--- config.mk ---
export PLATFORM = sky130hd
export DESIGN_NAME = alu_muldiv
export DESIGN_NICKNAME = d
export VERILOG_FILES = /design/src/rtl/alu_muldiv.sv
export SDC_FILE = /design/constraint.sdc
export NUM_CORES = 2
export LEC_CHECK = 0
export ABC_CLOCK_PERIOD_IN_PS = 9300
export BUFFER_PORTS_ARGS = -buffer_cell sky130_fd_sc_hd__clkbuf_2
export CORE_MARGIN = 3
export CORE_UTILIZATION = 35
export DETAILED_ROUTE_END_ITERATION = 6
export PLACE_DENSITY = 0.49
export SETUP_SLACK_MARGIN = 0.3
export SLEW_MARGIN = 30
export SYNTH_ARGS = -nofsm -noshare
export SYNTH_HDL_FRONTEND = slang
export SYNTH_SLANG_ARGS = --single-unit
--- constraint.sdc ---
create_clock -name clk -period 9.3 [get_ports clk]
set_input_delay 0 -clock clk [delete_from_list [all_inputs] [get_ports clk]]
set_output_delay 0 -clock clk [all_outputs]
set_load 0.02 [all_outputs]
--- src/rtl/alu_muldiv.sv ---
// Multi-cycle multiply/divide unit for the execute stage.
// Pipelined multiply, radix-2 restoring divide, start/busy/done handshake.
module alu_muldiv #(
  parameter int WIDTH   = 32,
  parameter int MUL_LAT = 2
) (
  input  logic             clk,
  input  logic             rst,
  input  logic             start,
  input  logic [1:0]       op,
  input  logic [WIDTH-1:0] a,
  input  logic [WIDTH-1:0] b,
  input  logic             cancel,
  output logic             busy,
  output logic             done,
  output logic [WIDTH-1:0] hi,
  output logic [WIDTH-1:0] lo
);
  localparam int W  = WIDTH;
  localparam int CW = $clog2(WIDTH + 1);
  localparam int MW = $clog2(MUL_LAT + 1);

  localparam logic [2:0] S_IDLE = 3'd0;
  localparam logic [2:0] S_MUL  = 3'd1;
  localparam logic [2:0] S_DIV  = 3'd2;
  localparam logic [2:0] S_FIX  = 3'd3;
  localparam logic [2:0] S_FIN  = 3'd4;

  logic [2:0]     state_q, state_d;
  logic [1:0]     op_q, op_d;
  logic [W-1:0]   a_q, a_d, b_q, b_d;
  logic [W-1:0]   rem_q, rem_d, quo_q, quo_d;
  logic [CW-1:0]  cnt_q, cnt_d;
  logic [MW-1:0]  mcnt_q, mcnt_d;
  logic           busy_q, busy_d, done_q, done_d;
  logic [W-1:0]   hi_q, hi_d, lo_q, lo_d;
  logic [2*W-1:0] pipe_q [MUL_LAT];
  logic [2*W-1:0] pipe_d [MUL_LAT];

  logic           sgn;
  logic [2*W-1:0] ax, bx;
  logic [W-1:0]   am_in, bm;
  logic [W+1:0]   diff;

  always_comb begin
    sgn   = ~op_q[0];
    ax    = {{W{sgn & a_q[W-1]}}, a_q};
    bx    = {{W{sgn & b_q[W-1]}}, b_q};
    bm    = (sgn && b_q[W-1]) ? -b_q : b_q;
    am_in = (!op[0] && a[W-1]) ? -a : a;
    // trial subtraction of the shifted partial remainder
    diff  = {1'b0, rem_q, quo_q[W-1]} - {2'b0, bm};
  end

  // operands are frozen while busy, so the pipe only retimes the product
  always_comb begin
    pipe_d[0] = ax * bx;
    for (int i = 1; i < MUL_LAT; i++) pipe_d[i] = pipe_q[i-1];
  end

  always_comb begin
    state_d = state_q;
    op_d    = op_q;
    a_d     = a_q;
    b_d     = b_q;
    rem_d   = rem_q;
    quo_d   = quo_q;
    cnt_d   = cnt_q;
    mcnt_d  = mcnt_q;
    busy_d  = busy_q;
    done_d  = 1'b0;
    hi_d    = hi_q;
    lo_d    = lo_q;
    if (cancel) begin
      state_d = S_IDLE;
      busy_d  = 1'b0;
    end else begin
      unique case (state_q)
        S_IDLE: if (start) begin
          op_d    = op;
          a_d     = a;
          b_d     = b;
          rem_d   = '0;
          quo_d   = am_in;
          cnt_d   = CW'(W);
          mcnt_d  = MW'(MUL_LAT);
          busy_d  = 1'b1;
          state_d = op[1] ? S_DIV : S_MUL;
        end
        S_MUL: begin
          mcnt_d = mcnt_q - MW'(1);
          if (mcnt_q == MW'(1)) state_d = S_FIN;
        end
        S_DIV: begin
          if (!diff[W+1]) rem_d = diff[W-1:0];
          else rem_d = {rem_q[W-2:0], quo_q[W-1]};
          quo_d = {quo_q[W-2:0], ~diff[W+1]};
          cnt_d = cnt_q - CW'(1);
          if (cnt_q == CW'(1)) state_d = S_FIX;
        end
        S_FIX: begin
          if (b_q == '0) begin
            rem_d = a_q;
            quo_d = '1;
          end else if (sgn) begin
            if (a_q[W-1] ^ b_q[W-1]) quo_d = -quo_q;
            if (a_q[W-1]) rem_d = -rem_q;
          end
          state_d = S_FIN;
        end
        S_FIN: begin
          hi_d    = op_q[1] ? rem_q : pipe_q[MUL_LAT-1][2*W-1:W];
          lo_d    = op_q[1] ? quo_q : pipe_q[MUL_LAT-1][W-1:0];
          done_d  = 1'b1;
          busy_d  = 1'b0;
          state_d = S_IDLE;
        end
        default: begin
          busy_d  = 1'b0;
          state_d = S_IDLE;
        end
      endcase
    end
  end

  always_ff @(posedge clk or posedge rst) begin
    if (rst) begin
      state_q <= S_IDLE;
      op_q    <= '0;
      a_q     <= '0;
      b_q     <= '0;
      rem_q   <= '0;
      quo_q   <= '0;
      cnt_q   <= '0;
      mcnt_q  <= '0;
      busy_q  <= 1'b0;
      done_q  <= 1'b0;
      hi_q    <= '0;
      lo_q    <= '0;
      for (int i = 0; i < MUL_LAT; i++) pipe_q[i] <= '0;
    end else begin
      state_q <= state_d;
      op_q    <= op_d;
      a_q     <= a_d;
      b_q     <= b_d;
      rem_q   <= rem_d;
      quo_q   <= quo_d;
      cnt_q   <= cnt_d;
      mcnt_q  <= mcnt_d;
      busy_q  <= busy_d;
      done_q  <= done_d;
      hi_q    <= hi_d;
      lo_q    <= lo_d;
      for (int i = 0; i < MUL_LAT; i++) pipe_q[i] <= pipe_d[i];
    end
  end

  assign busy = busy_q;
  assign done = done_q;
  assign hi   = hi_q;
  assign lo   = lo_q;
endmodule

# Word-level counts from Yosys, hierarchy flattened
# Cells that the tools add are included.
# W data, S select, Z words.
# totals
in_bits,70
register_bits,335
output_inout_bits,66
word_cells,89
# classes
eq_ne,14
reduce_logical,17
n_addsub,7
bitwise_logic,6
mux,30
mul,1
# op_table
op,n
$mux W32,13
$pmux W32 S3,2
$neg A32 Y32,4
$mul A33 B33 Y64,1
$sub A33 B32 Y34,1
$logic_not A32 Y1,1
$ne A3 B3 Y1 const B,6
$mux W3,4
$pmux W3 S4,1
$pmux W6 S2,1
$reduce_and A3 Y1,4
$reduce_and A5 Y1,2
$eq A3 B2 Y1 const B,2
$eq A6 B1 Y1 const B,1
$mux W6,1
$sub A6 B1 Y6 const B,1
$mux W1,4
$mux W2,2
$pmux W2 S2,1
$reduce_and A2 Y1,2
$reduce_bool A2 Y1,2
$eq A3 B1 Y1 const B,1
$eq A3 B3 Y1 const B,1
$logic_not A3 Y1,1
other kinds (12),16

# Logic depth before layout (Yosys ltp)
# logic_depth
word_depth,6
ltp_mapped,30
depth_no_buf,28

# Least setup slack after synthesis
# No wires, ideal clock.
# synth_path
kind,reg2reg
from,reg a_q[31]
to,"reg pipe_q, in the netlist pipe_d[63]"
path_stages_with_launch,28
n_path_buf,1
period_less_slack_ns,8.101
setup_slack_ns,1.199
t_arrival_ns,7.970
t_required_ns,9.169
path_cell_list,dfrtp_1 -> nor2b_1 -> clkbuf_1 -> nand2_1 -> inv_1 -> fa_1 -> fa_1 -> fa_1 -> inv_1 -> fa_1 -> inv_1 -> fa_1 -> fa_1 -> fa_1 -> inv_1 -> fa_1 -> inv_1 -> ha_1 -> a21o_1 -> a21oi_1 -> o21ai_0 -> a221oi_1 -> o41ai_1 -> a311oi_1 -> a21bo_2 -> a311o_1 -> o31ai_1 -> nand3_1
# synth_lines
item,line,text
from (decl),31,"logic [W-1:0] a_q, a_d, b_q, b_d;"
from (signal assigned),130,a_q <= '0;
from (signal assigned),144,a_q <= a_d;
to (decl),37,logic [2*W-1:0] pipe_q [MUL_LAT];

==> summary.txt <==
largest net degree at the start of global routing: 84
Hold EP: rem_q[0]
Initial Utilization: 35.5%
total overflow reported by the global router: 0
Least-Margin Pin Slew: 1.05 ns
Compound-Gate Fraction of Synth Area: 7.41%
chip width: 402 µm
Slew headroom: 30.0%
final period utilization: 94.1%
dominant synthesized flop cell: dfrtp_1
Hold Startpoint: start
Yosys reg bits: 335
CP startpoint: b_q[10]
Post-Syn Instances: 6018
vias per cell: 5.09
final setup vio count: 0
WL/cell: 22.4 µm
Max Root-Sink Buffers: 3
Clock Pin Slew Worst Setup and Hold Paths: 0.06 ns
Synth Area in Simple Gates: 15.8%
Synth cell types: 89
Worst Skew: 0.0197 ns
Hold Fails Final Rpt: 0
DR pass1 iterations: 6
Req. time, crit path: 9.72 ns
worst-path fanout max: 19
final net count: 7516
hold depth: 6
largest family of logic cells by synthesized area: adder cells
DP Wirelength: 144000 µm
RSZ-0062 raised after global routing: no
min-delay worst type: in -> reg
r2r endpoint: pipe_d[63]
mux cell area share after synthesis: 1.41%
commonest non-fill, non-tap cell in the layout: inv_1
fmax: 114 MHz
clk_lat worst skew: 0.56 ns
Reg2Reg Depth: 26
critical path startpoint category: register
Root Driver: clkbuf_16
Synthesized Nets: 7466
GRT Util Overall: 22.7%
depth of the CTS H-tree: 2
# port buffers: 135
commonest non-fill, non-tap cells in the layout: 1142 x inv_1, 1126 x fa_1, 1031 x nand2_1
# rows: 144
post-synth top area share: 41.0%
Worst path most repeated cell: fa_1
Final ANT Viol Nets: 0
Seq/Total Area, Yosys: 15.2%
CP peak stage delay: 0.92 ns
via count: 41.5k
Die Area: 0.162 mm²
I/O pin total: 136
initial antenna violation count: 10
CTS Buf Count: 39
# DRC: 0
Yosys top cell by area: fa_1
number of synthesized flops with an enable pin: 0
initial drt markers: 3157
status: completed
Crit. End Element: register
syn_area_per_cell: 9.14 µm²
R2R setup slack: 0.55 ns
ratio of cells with drive above 1 in the final layout: 7.27%
TritonCTS clock tree: yes
number of global-route vias before repair: 43.7k
core area: 0.155 mm²
max cap viols: 0
wire length of the first global-routing pass: 279000 µm
post-route minimum period: 8.75 ns
Layout Cells excl Fill: 8146
routed wire length: 182000 µm
crit path max-delay cell type: dfrtp_1
Max Slew Vio Count: 0
RR Startpoint: b_q[10]
placed cell count: 8002
synthesized area: 0.0550 mm²
Async SR Flop Fraction: 100%
critical setup path kind: reg -> reg
Die H: 402 µm
Area Growth Syn to Fin: 9.81%
clock tree sinks: 335
setup repair bufs after CTS: 0
Arr. time, crit path: 9.18 ns
TNS Setup: 0 ns
Synth Area in Adders: 46.7%
Post-Synth XOR/XNOR Area: 2.95%
Yosys Warn Count: 0
GP Congestion: 0.921
most area-consuming cells after synthesis: fa_1 41%, dfrtp_1 15%, inv_1 7.8%, nand2_1 7.0%, ha_1 5.7%
-- layout make-up --
class                           instances  area (µm²)
Multi-Input combinational cell       4168       40900
Inverter                             1145        4310
Clock buffer                           53        1100
Clock inverter                         17         188
Fill cell                           15700       94700
Tap cell                             2044        2560
Antenna cell                            5        12.5
Timing Repair Buffer                  379        2930
Sequential cell                       335        8410
-- per-stage QoR --
step                hold WS, ns  utilization (%)  setup WS (ns)  instance area [µm²]
floorplan                 0.105                -           1.20                55000
global placement        -0.0770             37.6          0.607                58400
detailed placement      -0.0736             37.6          0.593                58400
CTS                       0.165             38.9          0.559                60400
global route              0.203             38.9          0.323                60400
finish                    0.190             38.9          0.546                60400
-- cells by family after synthesis --
logic type / count (synthesis)
DFF: 335
AOI/OAI and AO/OA: 646
and+or+nand+nor: 1882
muxes: 77
buffers and inverters: 1515
xor gates and xnor gates: 185
adders and majority gates: 1378
-- critical path: cells and delay by family (launching register included) --
family | cells | cell delay, ns
and+or+nand+nor | 2 | 0.21
buffers and inverters | 6 | 0.66
adders and majority gates | 9 | 4.39
AOI/OAI and AO/OA | 9 | 2.38
DFF | 1 | 0.92
-- flip-flops by register name, indices dropped and copies added, names as in the netlist, 32 cells and up --
signal,count
pipe_q,64
b_q,32
a_q,32
quo_q,32
rem_q,32
pipe_d,64
lo,32
hi,32
-- cell usage after synthesis (26+ instances only) --
master    number
a21o_1        44
a21oi_1      246
a31oi_1       40
and2_1       365
buf_1         29
clkbuf_1     306
dfrtp_1      335
fa_1        1126
ha_1         252
inv_1       1144
mux2i_1       73
nand2_1     1032
nand2b_1      26
nand3_1       40
nor2_1       221
nor3_1        54
o211ai_1      26
o21ai_0      100
xnor2_1      106
xor2_1        79
-- worst max path at each step --
stage,cells past startpoint,slack [ns],to
finish,26,0.55,pipe_d[63]
global route,26,0.32,pipe_d[63]
global placement,25,0.61,pipe_d[62]
CTS,21,0.56,pipe_d[60]
detailed placement,21,0.59,pipe_d[60]
floorplan,27,1.20,pipe_d[63]
-- repair_timing --
| item | 4_1_cts | 5_1_grt |
|---|---|---|
| endpoints found under the setup margin | 0 | 2 |
| resized for setup | 0 | 2 |
| endpoints found under the hold margin | 270 | 0 |
| hold buffers | 69 | 0 |
-- metal layers --
| layer | wire, µm | GRT usage, % | vias up |
|---|---|---|---|
| met5 | 0 | 0 | - |
| met1 | 78900 | 31.3 | 21700 |
| li1 | - | - | 18300 |
| met4 | 6120 | 6.88 | 0 |
| met3 | 10200 | 2.45 | 232 |
| met2 | 87100 | 37.8 | 1228 |
Power is left out: the tool's default activity adds up to more than one toggle a clock period on the data nets, which glitch-free logic cannot reach.
